`src/rtl/irq_dispatch.sv`:
```
// Interrupt dispatch: accepts a masked/NMI request at an instruction boundary,
// fetches the 16-bit handler address from the vector table and presents it to the CPU.
module irq_dispatch #(
  parameter logic [23:0] VECTOR_BASE = 24'h000000
) (
  input  logic        clk,
  input  logic        reset,
  input  logic [3:0]  cpu_irq,
  input  logic [4:0]  irq_vector,
  input  logic [1:0]  cpu_i01,
  input  logic        instr_boundary,
  input  logic        bus_ack,
  input  logic [7:0]  bus_data_in,
  output logic        bus_read,
  output logic [23:0] bus_address_out,
  output logic        irq_take,
  output logic        busy,
  output logic        target_valid,
  output logic [15:0] target_pc,
  output logic [1:0]  new_i01
);

  typedef enum logic [1:0] {IDLE, RD_LO, RD_HI, DONE} state_e;

  state_e      state_q, state_d;
  logic [4:0]  vec_q, vec_d;
  logic [1:0]  lvl_q, lvl_d;
  logic [7:0]  lo_q, lo_d;
  logic [15:0] pc_q, pc_d;
  logic [1:0]  i01_q, i01_d;
  logic        take_q, take_d;

  logic [1:0]  level;
  logic        accept;
  logic [23:0] lo_addr;

  always_comb begin
    level = 2'd0;
    if (cpu_irq[3])      level = 2'd3;
    else if (cpu_irq[2]) level = 2'd2;
    else if (cpu_irq[1]) level = 2'd1;
  end

  // Level 3 is the NMI and bypasses the mask comparison.
  assign accept  = instr_boundary && (level != 2'd0) &&
                   ((level > cpu_i01) || (level == 2'd3));
  assign lo_addr = VECTOR_BASE + {18'd0, vec_q, 1'b0};

  always_comb begin
    state_d = state_q;
    vec_d   = vec_q;
    lvl_d   = lvl_q;
    lo_d    = lo_q;
    pc_d    = pc_q;
    i01_d   = i01_q;
    take_d  = 1'b0;
    unique case (state_q)
      IDLE: begin
        if (accept) begin
          vec_d   = irq_vector;
          lvl_d   = level;
          take_d  = 1'b1;
          state_d = RD_LO;
        end
      end
      RD_LO: begin
        if (bus_ack) begin
          lo_d    = bus_data_in;
          state_d = RD_HI;
        end
      end
      RD_HI: begin
        // Target registers update on the way into DONE so they are valid with target_valid.
        if (bus_ack) begin
          pc_d    = {bus_data_in, lo_q};
          i01_d   = lvl_q;
          state_d = DONE;
        end
      end
      DONE: state_d = IDLE;
      default: state_d = IDLE;
    endcase
  end

  always_ff @(posedge clk or posedge reset) begin
    if (reset) begin
      state_q <= IDLE;
      vec_q   <= '0;
      lvl_q   <= '0;
      lo_q    <= '0;
      pc_q    <= '0;
      i01_q   <= '0;
      take_q  <= 1'b0;
    end else begin
      state_q <= state_d;
      vec_q   <= vec_d;
      lvl_q   <= lvl_d;
      lo_q    <= lo_d;
      pc_q    <= pc_d;
      i01_q   <= i01_d;
      take_q  <= take_d;
    end
  end

  always_comb begin
    bus_read        = 1'b0;
    bus_address_out = '0;
    unique case (state_q)
      RD_LO: begin
        bus_read        = 1'b1;
        bus_address_out = lo_addr;
      end
      RD_HI: begin
        bus_read        = 1'b1;
        bus_address_out = lo_addr + 24'd1;
      end
      default: ;
    endcase
  end

  assign irq_take     = take_q;
  assign busy         = (state_q != IDLE);
  assign target_valid = (state_q == DONE);
  assign target_pc    = pc_q;
  assign new_i01      = i01_q;

endmodule
```
`config.mk`:
```
export PLATFORM = sky130hd
export DESIGN_NAME = irq_dispatch
export DESIGN_NICKNAME = d
export VERILOG_FILES = /design/src/rtl/irq_dispatch.sv
export SDC_FILE = /design/constraint.sdc
export NUM_CORES = 1
export LEC_CHECK = 0
export ABC_AREA = 1
export BUFFER_PORTS_ARGS = -buffer_cell sky130_fd_sc_hd__buf_2
export CAP_MARGIN = 20
export CORE_UTILIZATION = 54
export CTS_BUF_LIST = sky130_fd_sc_hd__clkbuf_4
export DETAILED_ROUTE_END_ITERATION = 10
export PLACE_DENSITY = 0.85
export SYNTH_ARGS = -nofsm -noshare
export SYNTH_HDL_FRONTEND = slang
export SYNTH_SLANG_ARGS = --single-unit
```
`constraint.sdc`:
```
create_clock -name clk -period 3 [get_ports clk]
set_input_delay 0 -clock clk [delete_from_list [all_inputs] [get_ports clk]]
set_output_delay 0 -clock clk [all_outputs]
set_load 0.005 [all_outputs]
```
==> results.txt <==
Type of the worst min-delay path: in -> reg. Number of clock sinks: 36. In this run the number of H-tree levels came out at 2. The count of nets left with antenna violations once routing finished came out at 0. For the total wire length, the log shows 3140 um.

The startpoint of the most critical setup path was state_q[0]$_DFFE_PP0P_. Dividing total power by cell area gives a power density of 841 nW/um^2. For the pin with the worst max-slew slack, the measured transition is 0.887 ns. Data on the critical path is required at its endpoint by 3.00 ns.

The highest metal layer carrying signal wires in the routed design is met4. After synthesis, the mean cell area works out to 9.79 sq um. Adding up every negative setup slack in the final design gives 0 ns.

Buffers added to address setup during post-CTS repair amount to 0. Max-cap violations in this run came to 0. Measured along the y axis, the die boundary spans 58.8 um. Across every metal layer, demand over resource in global routing totals 20.8%.

Entering global routing, the biggest net connects 29 pins. For the row count, the log shows 20. After detailed routing, the number of remaining DRC violations is 0. The initial antenna violation count came out at 0. Clock tree synthesis selected as its root buffer the cell sky130_fd_sc_hd__clkbuf_4. The final critical path takes up 60.9% of the cycle. The share of post-route cells with drive strength above 1 is 32.4%, and the post-detailed-route wirelength per cell is 10.9 um. Counting along the longest clock path gives a buffer depth of 2.

Netlist area before placement: 1740 sq um. The horizontal extent of the die was 58.8 um; the total die area was 3460 sq um. Among all stages on the critical path, the largest delay is contributed by sky130_fd_sc_hd__o21ai_0.

Origin of the critical flop-to-flop path: state_q[0]$_DFFE_PP0P_. Traced cell by cell, the critical path runs through inv_1 -> ha_1 -> o21ai_0 -> nor2_1 -> buf_2. The final count of pins violating max slew was 0. The worst hold-check slack was 0.0353 ns; the largest fanout on the critical path was 5. For the sum of net half-perimeters after detailed placement, the log shows 2040 um. The run finished with clean final reports. The first-pass GRT wire length is 5100 um, and the placeable core area is 3050 sq um.

The clock period could shrink to 1.83 ns. The area growth from synthesis to layout is 22.6%. The count of state elements after synthesis came out at 36. For the final database, setup skew stands at 0.00503 ns. Sequential fraction of the synthesis area: 51.7%. For the worst-skew pair, the clock arrives at the later sink with an insertion delay of 0.33 ns.

Launch point of the worst hold path: cpu_irq[3]. Setup violations remaining at the end of the flow were counted as 0. Number of search-and-repair iterations in the first detailed-routing pass: 4. Setup repair after global routing left no endpoint under its margin.

The total clock buffers created by CTS is 5, and the via count is 1,293. STA classifies the critical path startpoint as a flip-flop. IR analysis of the VDD net gives a maximum drop of 0.428 mV.

The tools report the arrival time of data at the critical path endpoint as 1.83 ns. The library cells used most frequently in the layout, excluding fill and tap cells, are sky130_fd_sc_hd__buf_2, sky130_fd_sc_hd__dfrtp_1, sky130_fd_sc_hd__nand2_1. Antenna diode count: 0.

The sum of buffers and inverters on the critical path is 2, and the final weighted congestion of routability-driven global placement is 0.772. The analysis attributes to cell leakage a power of 1.22 nW. Yosys printed 0 warnings. After detailed routing, the wire length on met1 is 1310 um. TritonCTS built the clock tree.

On the worst path, the slowest cell contributes a delay of 0.49 ns. The number of instances in the synthesized netlist is 178. The initial core utilization came out at 57.1%. After detailed routing, the number of vias per cell comes to 4.49. STA classifies the critical path endpoint as an output port. In the detailed route, the total length drawn on met3 is 167 um. After the first detailed-routing iteration, the DRC count stood at 42.

The count of pins on the block boundary was 69. The clock transition at the registers of the reported paths works out to 0.09 ns. Wire segments on met2 add up to 1600 um in the final route.

The logs give 274 for the number of nets in the final layout and 40.8% for the worst slew slack as a fraction of its limit. The setup path with the least slack is of type reg -> out. The most common library cell in the layout ignoring fill and taps is sky130_fd_sc_hd__buf_2. The via count of the first global-routing pass came out at 1,214. The number of gates resized after CTS was 0; the total congestion overflow after global routing was 0.

The number of library cell types mapped by synthesis was 19. Derived from the worst setup path, the maximum achievable clock frequency is 547 MHz. Number of hold violations in the final report: 0. The dominant delay contributor by cell family on the critical path was compound AO/OA/AOI/OAI gates.

Fill cells in the final layout number 248. The count of buffers added on input and output ports is 49.
-- path summary, 6_finish.rpt --
check                                                  to  slack [ns]  depth (start not counted)
worst max-delay path                   bus_address_out[2]        1.17                          5
worst min-delay path                 lvl_q[1]$_DFFE_PP0P_        0.04                          5
worst max register to register   target_pc[7]$_DFFE_PP0P_        1.34                          4
worst min register to register   target_pc[8]$_DFFE_PP0P_        0.49                          2
max in group asynchronous        target_pc[9]$_DFFE_PP0P_        1.91                          4
min in group asynchronous       target_pc[11]$_DFFE_PP0P_        0.40                          3
-- cells in the mapped netlist, drive strengths merged --
cell type | number | area share (%)
nand3 | 2 | 0.57
inv | 26 | 5.6
or2 | 1 | 0.36
nand2 | 39 | 9.0
o21bai | 1 | 0.43
o21ai | 27 | 9.3
dfrtp | 36 | 52
clkbuf | 2 | 0.43
nor2 | 7 | 2.4
conb | 1 | 0.22
a21boi | 1 | 0.65
mux2 | 8 | 5.2
buf | 20 | 9.2
ha | 7 | 5.0
-- metal layers --
metal  vias to the layer above  global-route usage [%]
met3                         8                    7.69
met2                        41                    36.0
met1                       593                    23.0
met5                         -                       0
met4                         0                    8.16
li1                        651                       -
-- what timing repair did --
item                                    CTS  global route
hold endpoints to repair                 45             0
hold buffers                             14             0
endpoints found under the setup margin    0             0
-- state kept, by name, indices dropped and copies added (netlist names) --
register / count
target_pc: 16
lo_q: 8
vec_q: 5
lvl_q: 2
new_i01: 2
state_q: 2
irq_take: 1
-- final cells by class --
type	instances	area, sq um	area share [%]
tap	44	55.1	2.58
sequential	36	901	42.2
timing repair buffer	64	393	18.4
clock inverter	1	5.00	0.234
inverter	26	97.6	4.57
multi-input combinational	111	641	30.0
clock buffer	6	45.0	2.11
-- power breakdown --
group	switching [mW]	internal, mW
sequential	0.101	0.707
combinational	0.406	0.344
clock	0.144	0.0952
-- cells by family after synthesis --
family          Yosys count  synth area share [%]
mux                       8                  5.17
other cells               1                 0.215
compound gates           29                  10.3
buf+inv                  48                  15.2
fa+ha+maj                 7                  5.02
flops                    36                  51.7
simple gates             49                  12.3
-- worst reg2reg max path, delay by kind of cell, from the launching register on --
kind / cells / cell delay, ns
flip-flops: 1 / 0.41
AND/OR/NAND/NOR: 1 / 0.40
multiplexers: 1 / 0.40
adder cells (fa/ha/maj): 1 / 0.26
buffers and inverters: 1 / 0.09
-- through the flow --
stage | power (mW) | worst slack (ns) | std cells | cell area, sq um | utilization [%]
5_1_grt | 1.96 | 1.03 | 288 | 2140 | 70.0
3_3_place_gp | 1.52 | 1.38 | 267 | 1950 | 63.8
2_1_floorplan | 1.30 | 1.68 | 195 | 1810 | -
4_1_cts | 1.80 | 1.15 | 288 | 2140 | 70.0
6_report | 1.80 | 1.17 | 288 | 2140 | 70.0
3_5_place_dp | 1.55 | 1.34 | 267 | 1950 | 63.8
(Power assumes the default switching activity.)
